==> src/rtl/fifo_axis_reader.sv <==
// Read-side drain engine for the Ethernet CDC FIFO: pops FIFO words and
// presents them as an AXI-Stream master, with a 2-entry skid buffer that
// hides the 1-cycle BRAM read latency, plus per-frame beat tracking.
module fifo_axis_reader #(
    parameter int DATA_WIDTH = 8,
    parameter int CNT_WIDTH  = 16
) (
    input  logic                  clk,
    input  logic                  reset_n,
    input  logic [DATA_WIDTH:0]   fifo_rd_data,
    input  logic                  fifo_empty,
    output logic                  fifo_rd_en,
    output logic [DATA_WIDTH-1:0] m_axis_tdata,
    output logic                  m_axis_tvalid,
    output logic                  m_axis_tlast,
    input  logic                  m_axis_tready,
    output logic                  frame_done,
    output logic [CNT_WIDTH-1:0]  beat_cnt,
    output logic                  in_frame
);

    // Buffer entries hold {tlast, data}; r_head is what the stream shows.
    logic [DATA_WIDTH:0]  r_head;
    logic [DATA_WIDTH:0]  r_tail;
    logic [1:0]           r_count;
    logic                 r_inflight;
    logic                 r_frameDone;
    logic [CNT_WIDTH-1:0] r_beatCnt;
    logic                 r_inFrame;

    logic                 w_pop;
    logic                 w_capture;
    logic [2:0]           w_nextCount;

    // Handshake, next occupancy and pop request; occupancy projection
    // includes the in-flight word so the buffer can never overflow.
    always_comb begin
        w_pop       = (r_count != 2'd0) & m_axis_tready;
        w_capture   = r_inflight;
        w_nextCount = {1'b0, r_count} + {2'b00, r_inflight} - {2'b00, w_pop};
        fifo_rd_en  = reset_n & ~fifo_empty & (w_nextCount < 3'd2);
    end

    // Two-entry FIFO-ordered buffer; the in-flight word is captured in the
    // cycle it arrives and is never re-sampled afterwards.
    always_ff @(posedge clk or negedge reset_n) begin
        if (!reset_n) begin
            r_head     <= '0;
            r_tail     <= '0;
            r_count    <= 2'd0;
            r_inflight <= 1'b0;
        end else begin
            r_inflight <= fifo_rd_en;
            r_count    <= w_nextCount[1:0];
            case ({w_capture, w_pop})
                2'b01: begin
                    r_head <= r_tail;
                end
                2'b10: begin
                    if (r_count == 2'd0) begin
                        r_head <= fifo_rd_data;
                    end else begin
                        r_tail <= fifo_rd_data;
                    end
                end
                2'b11: begin
                    if (r_count == 2'd1) begin
                        r_head <= fifo_rd_data;
                    end else begin
                        r_head <= r_tail;
                        r_tail <= fifo_rd_data;
                    end
                end
                default: begin
                end
            endcase
        end
    end

    // Frame tracking updates only on accepted beats; the counter saturates.
    always_ff @(posedge clk or negedge reset_n) begin
        if (!reset_n) begin
            r_frameDone <= 1'b0;
            r_beatCnt   <= '0;
            r_inFrame   <= 1'b0;
        end else begin
            r_frameDone <= 1'b0;
            if (w_pop) begin
                if (r_head[DATA_WIDTH]) begin
                    r_frameDone <= 1'b1;
                    r_beatCnt   <= '0;
                    r_inFrame   <= 1'b0;
                end else begin
                    if (r_beatCnt != {CNT_WIDTH{1'b1}}) begin
                        r_beatCnt <= r_beatCnt + CNT_WIDTH'(1);
                    end
                    r_inFrame <= 1'b1;
                end
            end
        end
    end

    // Stream outputs come straight from registers, so tvalid/tdata never
    // depend combinationally on tready.
    always_comb begin
        m_axis_tvalid = (r_count != 2'd0);
        m_axis_tdata  = r_head[DATA_WIDTH-1:0];
        m_axis_tlast  = r_head[DATA_WIDTH];
        frame_done    = r_frameDone;
        beat_cnt      = r_beatCnt;
        in_frame      = r_inFrame;
    end

endmodule
==> config.mk <==
export PLATFORM = sky130hd
export DESIGN_NAME = fifo_axis_reader
export DESIGN_NICKNAME = d
export VERILOG_FILES = /design/src/rtl/fifo_axis_reader.sv
export SDC_FILE = /design/constraint.sdc
export NUM_CORES = 1
export LEC_CHECK = 0
export ABC_AREA = 1
export CAP_MARGIN = 10
export CORE_MARGIN = 1
export CORE_UTILIZATION = 45
export CTS_CLUSTER_DIAMETER = 200
export DETAILED_ROUTE_END_ITERATION = 8
export PLACE_DENSITY = 0.78
export SLEW_MARGIN = 20
export SYNTH_ARGS = -nofsm -noshare
export SYNTH_HDL_FRONTEND = slang
export SYNTH_SLANG_ARGS = --single-unit
==> constraint.sdc <==
create_clock -name clk -period 3.3 [get_ports clk]
set_input_delay 0.825 -clock clk [delete_from_list [all_inputs] [get_ports clk]]
set_output_delay 0.825 -clock clk [all_outputs]
set_load 0.01 [all_outputs]
## Word-level counts from Yosys, hierarchy flattened

Index checks and enable logic that the tools add are counted.
W data, S select, Z words.

- Equality and inequality tests: 8
- Add/subtract/negate cells: 3
- Reduce and logical (&&, ||, !) cells: 8
- Multiplexer cells: 11
- Bitwise gates (word level): 4
- Order comparisons: 1

Operator list:

| operator | count |
|---|---|
| $mux W9 | 4 |
| $mux W16 | 2 |
| $pmux W9 S3 | 1 |
| $pmux W9 S2 | 1 |
| $add A16 B1 Y16 const B | 1 |
| $ne A16 B16 Y1 const B | 1 |
| $ne A2 B2 Y1 const B | 3 |
| $reduce_bool A2 Y1 | 3 |
| $eq A2 B1 Y1 const B | 2 |
| $eq A2 B2 Y1 const B | 2 |
| $reduce_and A2 Y1 | 2 |
| $add A2 B1 Y3 | 1 |
| $and A1 B1 Y1 | 3 |
| $lt A3 B2 Y1 const B | 1 |
| $mux W1 | 3 |
| $reduce_and A3 Y1 | 1 |
| $reduce_bool A3 Y1 | 1 |
| $sub A3 B1 Y3 | 1 |
| $logic_not A2 Y1 | 1 |
| $not A1 Y1 | 1 |

- Logic and storage cells: 42
- Output and inout bits: 29
- Bits in registers: 39
- Input bits: 13

## Longest topological paths before layout

- Depth after elaboration: 5
- Depth in mapped cells: 10
- Mapped depth without buffers: 9

## Worst setup path after synthesis

OpenSTA, ideal clock, no wires.

- Path kind: input to output
- From: input m_axis_tready
- To: output fifo_rd_en
- Setup slack: 0.095 ns
- Buffers on the path: 0
- Data arrival time: 2.380 ns
- Stages: 7
- Data required time: 2.475 ns
- Path through: nand2_4 ha_1 inv_1 ha_1 fa_1 xnor2_1 nor4b_1

- Word-level cells in the longest chain between the ends: 4

Ends and longest elaborated chain:

| what | RTL line | source |
|---|---|---|
| from (decl) | 16 | `input logic m_axis_tready,` |
| $and A1 B1 Y1 | 38 | `w_pop = (r_count != 2'd0) & m_axis_tready;` |
| $sub A3 B1 Y3 | 40 | `w_nextCount = {1'b0, r_count} + {2'b00, r_inflight} - {2'b00, w_pop};` |
| $lt A3 B2 Y1 | 41 | `fifo_rd_en = reset_n & ~fifo_empty & (w_nextCount < 3'd2);` |
| $and A1 B1 Y1 | 41 |  |
| to (decl) | 12 | `output logic fifo_rd_en,` |

No other way between the ends.

## Worst setup path in the final report

- From: input m_axis_tready
- To: output fifo_rd_en

- Word-level cells in the longest chain between the ends: 4

Ends and longest elaborated chain:

| what | RTL line | source |
|---|---|---|
| $and A1 B1 Y1 | 38 |  |
| $sub A3 B1 Y3 | 40 |  |
| net w_nextCount[1] | 33 | `logic [2:0] w_nextCount;` |
| $lt A3 B2 Y1 | 41 |  |
| $and A1 B1 Y1 | 41 |  |

The timed path passes the listed nets, and every way through them passes these cells.

==> impl_metrics.csv <==
group,metric,value,unit
run_status,status,"complete, no violations",
sta,drv_slew,0,
synth,yosys_register_bits,39,
detailed_routing,num_vias,2241,
die,num_io_pins,42,
synth,synth_edf_count,0,
cts,cts_tree,"built",
job,drv_cap,0,
synth,synth_common_cells,"107 x nand2_1, 52 x nand3_1, 39 x dfrtp_1, 25 x inv_1, 17 x nor2_1",
sta,relSlewSlack,55.8,%
sta,skew,0.00999,ns
worst_setup_path,cpLargestDelayFamily,"adder cells",
synth,yosysMostFrequentCell,"nand2_1",
detailed_routing,antenna_left,0,
synth,syn_area,2500,µm²
global_routing,antenna_found_initial,0,
synth,yosys.area.top_type_share,39.1,%
worst_hold_path,hold_class,"register to register",
cells_and_area,finalNetCount,392,
cts,clock-sinks,39,
sta,finalHoldViolations,0,
detailed_routing,drtPass1Iterations,4,
synth,synth_top_family_by_area,"simple AND/OR/NAND/NOR gates",
die,start_util,47.7,%
sta,rsz0062_at_grt,"false",
sta,fin_setup_tns,0,ns
synth,async_flop_share,100,%
pwr,p_per_area,694,nW/µm²
die,dieArea,5850,µm²
synth,synth_xor_area_share,1.05,%
cells_and_area,area.growth.synth_to_final,23.7,%
detailed_routing,drt_iter0_markers,124,
worst_setup_path,arrival,2.38,ns
sta,fmax,312,MHz
placement,io_buffers,41,
synth,yosys-top-cells-area,"dfrtp_1 39%, nand2_1 16%, nand3_1 10%",
sta,hold_slack,0.513,ns
sta,timing.final.crit_share,97.3,%
cts,hold_buffers,0,
global_routing,grt_max_degree,40,
worst_setup_path,cp-start-kind,"input port",
global_routing,overflow,0,
placement,gp_congestion,0.877,
synth,netlist_instances,326,
synth,synthAdderAreaFrac,2.30,%
synth,synth_top_area_cell,"dfrtp_1",
worst_setup_path,worst-setup-path-type,"input port to output port",
worst_setup_path,worstPathRequired,2.47,ns
cells_and_area,final_layout_size_suffix_gt1_share,18.9,%
worst_setup_path,cp_max_fo,2,
synth,syn_avg_cell_area,7.66,µm²
worst_setup_path,endpoint_kind,"output port",
synth,synthSimpleGateAreaFrac,43.6,%
pwr,p_leak,1.45,nW
synth,ys.flop_type,"dfrtp_1",
pwr,vdd_ir_drop_max,0.000417,V
worst_setup_path,cp_slowest_cell,"fa_2",
synth,ys_seq_area_share,39.1,%
global_routing,grt_pass1_wl,9740,µm
synth,yosysUniqueCellTypes,33,
global_routing,grt_pass1_vias,2169,
cts,path_clk_slew,0.07,ns
detailed_routing,wire_per_inst,12.4,µm
cts,htreeDepth,2,
placement,hpwlAfterDp,4040,µm
die,coreArea,5240,µm²
sta,finalCriticalPeriod,3.21,ns
die,row_count,26,
cts,cts_buffers,5,
detailed_routing,wl,5510,µm
die,die_y,76.5,µm
cells_and_area,diodes,0,
synth,synthMuxAreaShare,0,%
synth,synth-compound-area-share,6.56,%
die,die_w,76.5,µm
detailed_routing,routed_via_density,5.04,
synth,mappedNetlistNets,343,
worst_setup_path,crit_path_cell_trace,"buf_2 -> nand2_4 -> ha_1 -> inv_1 -> ha_2 -> fa_2 -> nor4b_4 -> buf_2",
sta,worst_pin_slew,0.662,ns
worst_setup_path,crit_path_frequent_cell,"buf_2",
cts,clock_path_buffers,2,
worst_setup_path,path_buf_inv,3,
synth,synth_warnings,0,
sta,setup_viol,0,
detailed_routing,post-route-drc-count,0,
global_routing,grtUsageTotal,20.6,%
cts,cts-root-buf,"clkbuf_8",
cts,clk_latency,0.29,ns
worst_setup_path,critPathMaxStageDelay,0.46,ns
==> path summary, 6_finish.rpt <==
check	start	endpoint	slack [ns]	depth (start not counted)
hold reg to reg	in_frame$_DFFE_PN0P_	in_frame$_DFFE_PN0P_	0.51	2
hold / removal	in_frame$_DFFE_PN0P_	in_frame$_DFFE_PN0P_	0.51	2
setup reg to reg	r_count[1]$_DFF_PN0_	r_head[2]$_DFFE_PN0P_	1.29	9
max in group asynchronous	reset_n	beat_cnt[0]$_DFFE_PN0P_	2.31	2
setup / recovery	m_axis_tready	fifo_rd_en	0.09	8
min in group asynchronous	reset_n	beat_cnt[8]$_DFFE_PN0P_	0.62	2
==> sequential cells by signal, indices dropped and copies added, names as in the netlist <==
name        flops
beat_cnt       16
r_head          9
r_tail          9
r_count         2
frame_done      1
in_frame        1
r_inflight      1
==> cell type report <==
type	count	area (µm²)
Tap cell	70	87.6
Multi-Input combinational cell	249	1360
Clock inverter	1	5.00
Inverter	30	113
Timing Repair Buffer	50	463
Sequential cell	39	976
Clock buffer	6	82.6
Fill cell	483	2150
==> power breakdown <==
| group | total (mW) | leakage (nW) | internal [mW] | switching, mW |
|---|---|---|---|---|
| Combinational | 1.08 | 0.897 | 0.469 | 0.608 |
| Clock | 0.328 | 0.0470 | 0.164 | 0.164 |
| Sequential | 0.739 | 0.509 | 0.619 | 0.120 |
| Total | 2.14 | 1.45 | 1.25 | 0.892 |
==> per-stage QoR <==
step / area (µm²) / power, mW / util, % / cells / setup slack [ns]
5_1_grt: 3090 / 2.33 / 59.0 / 445 / 0.0173
4_1_cts: 3080 / 2.14 / 58.8 / 445 / 0.00153
2_1_floorplan: 2500 / 1.43 / - / 326 / 0.0948
6_report: 3090 / 2.14 / 59.0 / 445 / 0.0906
3_5_place_dp: 2980 / 1.77 / 56.9 / 437 / -0.907
3_3_place_gp: 2980 / 1.73 / 56.9 / 437 / -0.829
==> per-layer routing <==
layer  share of wire (%)  routed length, µm  track usage (%)  vias to the layer above
li1                    -                  -                -                     1151
met1                  47               2570             26.5                     1028
met2                  49               2680             34.7                       55
met3                 3.5                191             3.95                        7
met4                 1.3                 69             6.54                        0
met5                   0                  0                0                        -
==> timing repair <==
action                                  4_1_cts  5_1_grt
pin swaps                                     2        2
endpoints found under the setup margin        1        1
setup buffers                                 1        0
resized for setup                            12        1
==> worst register-to-register path, stage by stage, from the launching register on <==
cell and delay [ns]:
dfrtp_1 0.40, inv_2 0.09, nand2_4 0.06, nand2_4 0.05, ha_1 0.45, clkinv_1 0.40, nand3_1 0.20, nand3_1 0.09
nand2_1 0.06, o21ai_1 0.07
==> cell usage in the layout (no fill, tap or decap) <==
cell | synthesis | final
ha_2 | 0 | 1
clkinv_1 | 1 | 1
nor4b_4 | 0 | 1
buf_4 | 2 | 9
nor2_2 | 1 | 1
a21oi_1 | 1 | 1
nand3_4 | 1 | 1
nand2_4 | 6 | 6
nor2_4 | 5 | 5
nand3_1 | 52 | 52
ha_1 | 3 | 2
nor2_1 | 17 | 17
o21ai_0 | 4 | 4
dfrtp_1 | 39 | 39
xor2_1 | 2 | 2
nand2_1 | 107 | 107
fa_2 | 0 | 1
clkdlybuf4s50_1 | 0 | 38
o211ai_1 | 1 | 1
clkinv_2 | 0 | 1
buf_2 | 1 | 3
inv_2 | 4 | 4
nand2_8 | 1 | 1
xnor2_2 | 0 | 1
clkbuf_8 | 0 | 6
nor3_2 | 1 | 1
nand4_1 | 7 | 7
o21ai_2 | 11 | 11
nor2_8 | 1 | 1
or2_2 | 2 | 2
o21ai_1 | 7 | 7
nand2_2 | 15 | 15
inv_1 | 25 | 25
and2_1 | 1 | 1
==> cells by family (layout without fill, tap and decap cells) <==
kind of cell | Yosys count | after routing
AOI/OAI and AO/OA | 24 | 24
xor gates and xnor gates | 3 | 3
adders and majority gates | 4 | 4
buffers and inverters | 38 | 87
DFF | 39 | 39
and+or+nand+nor | 218 | 218
Power figures use the tool's default switching activity.
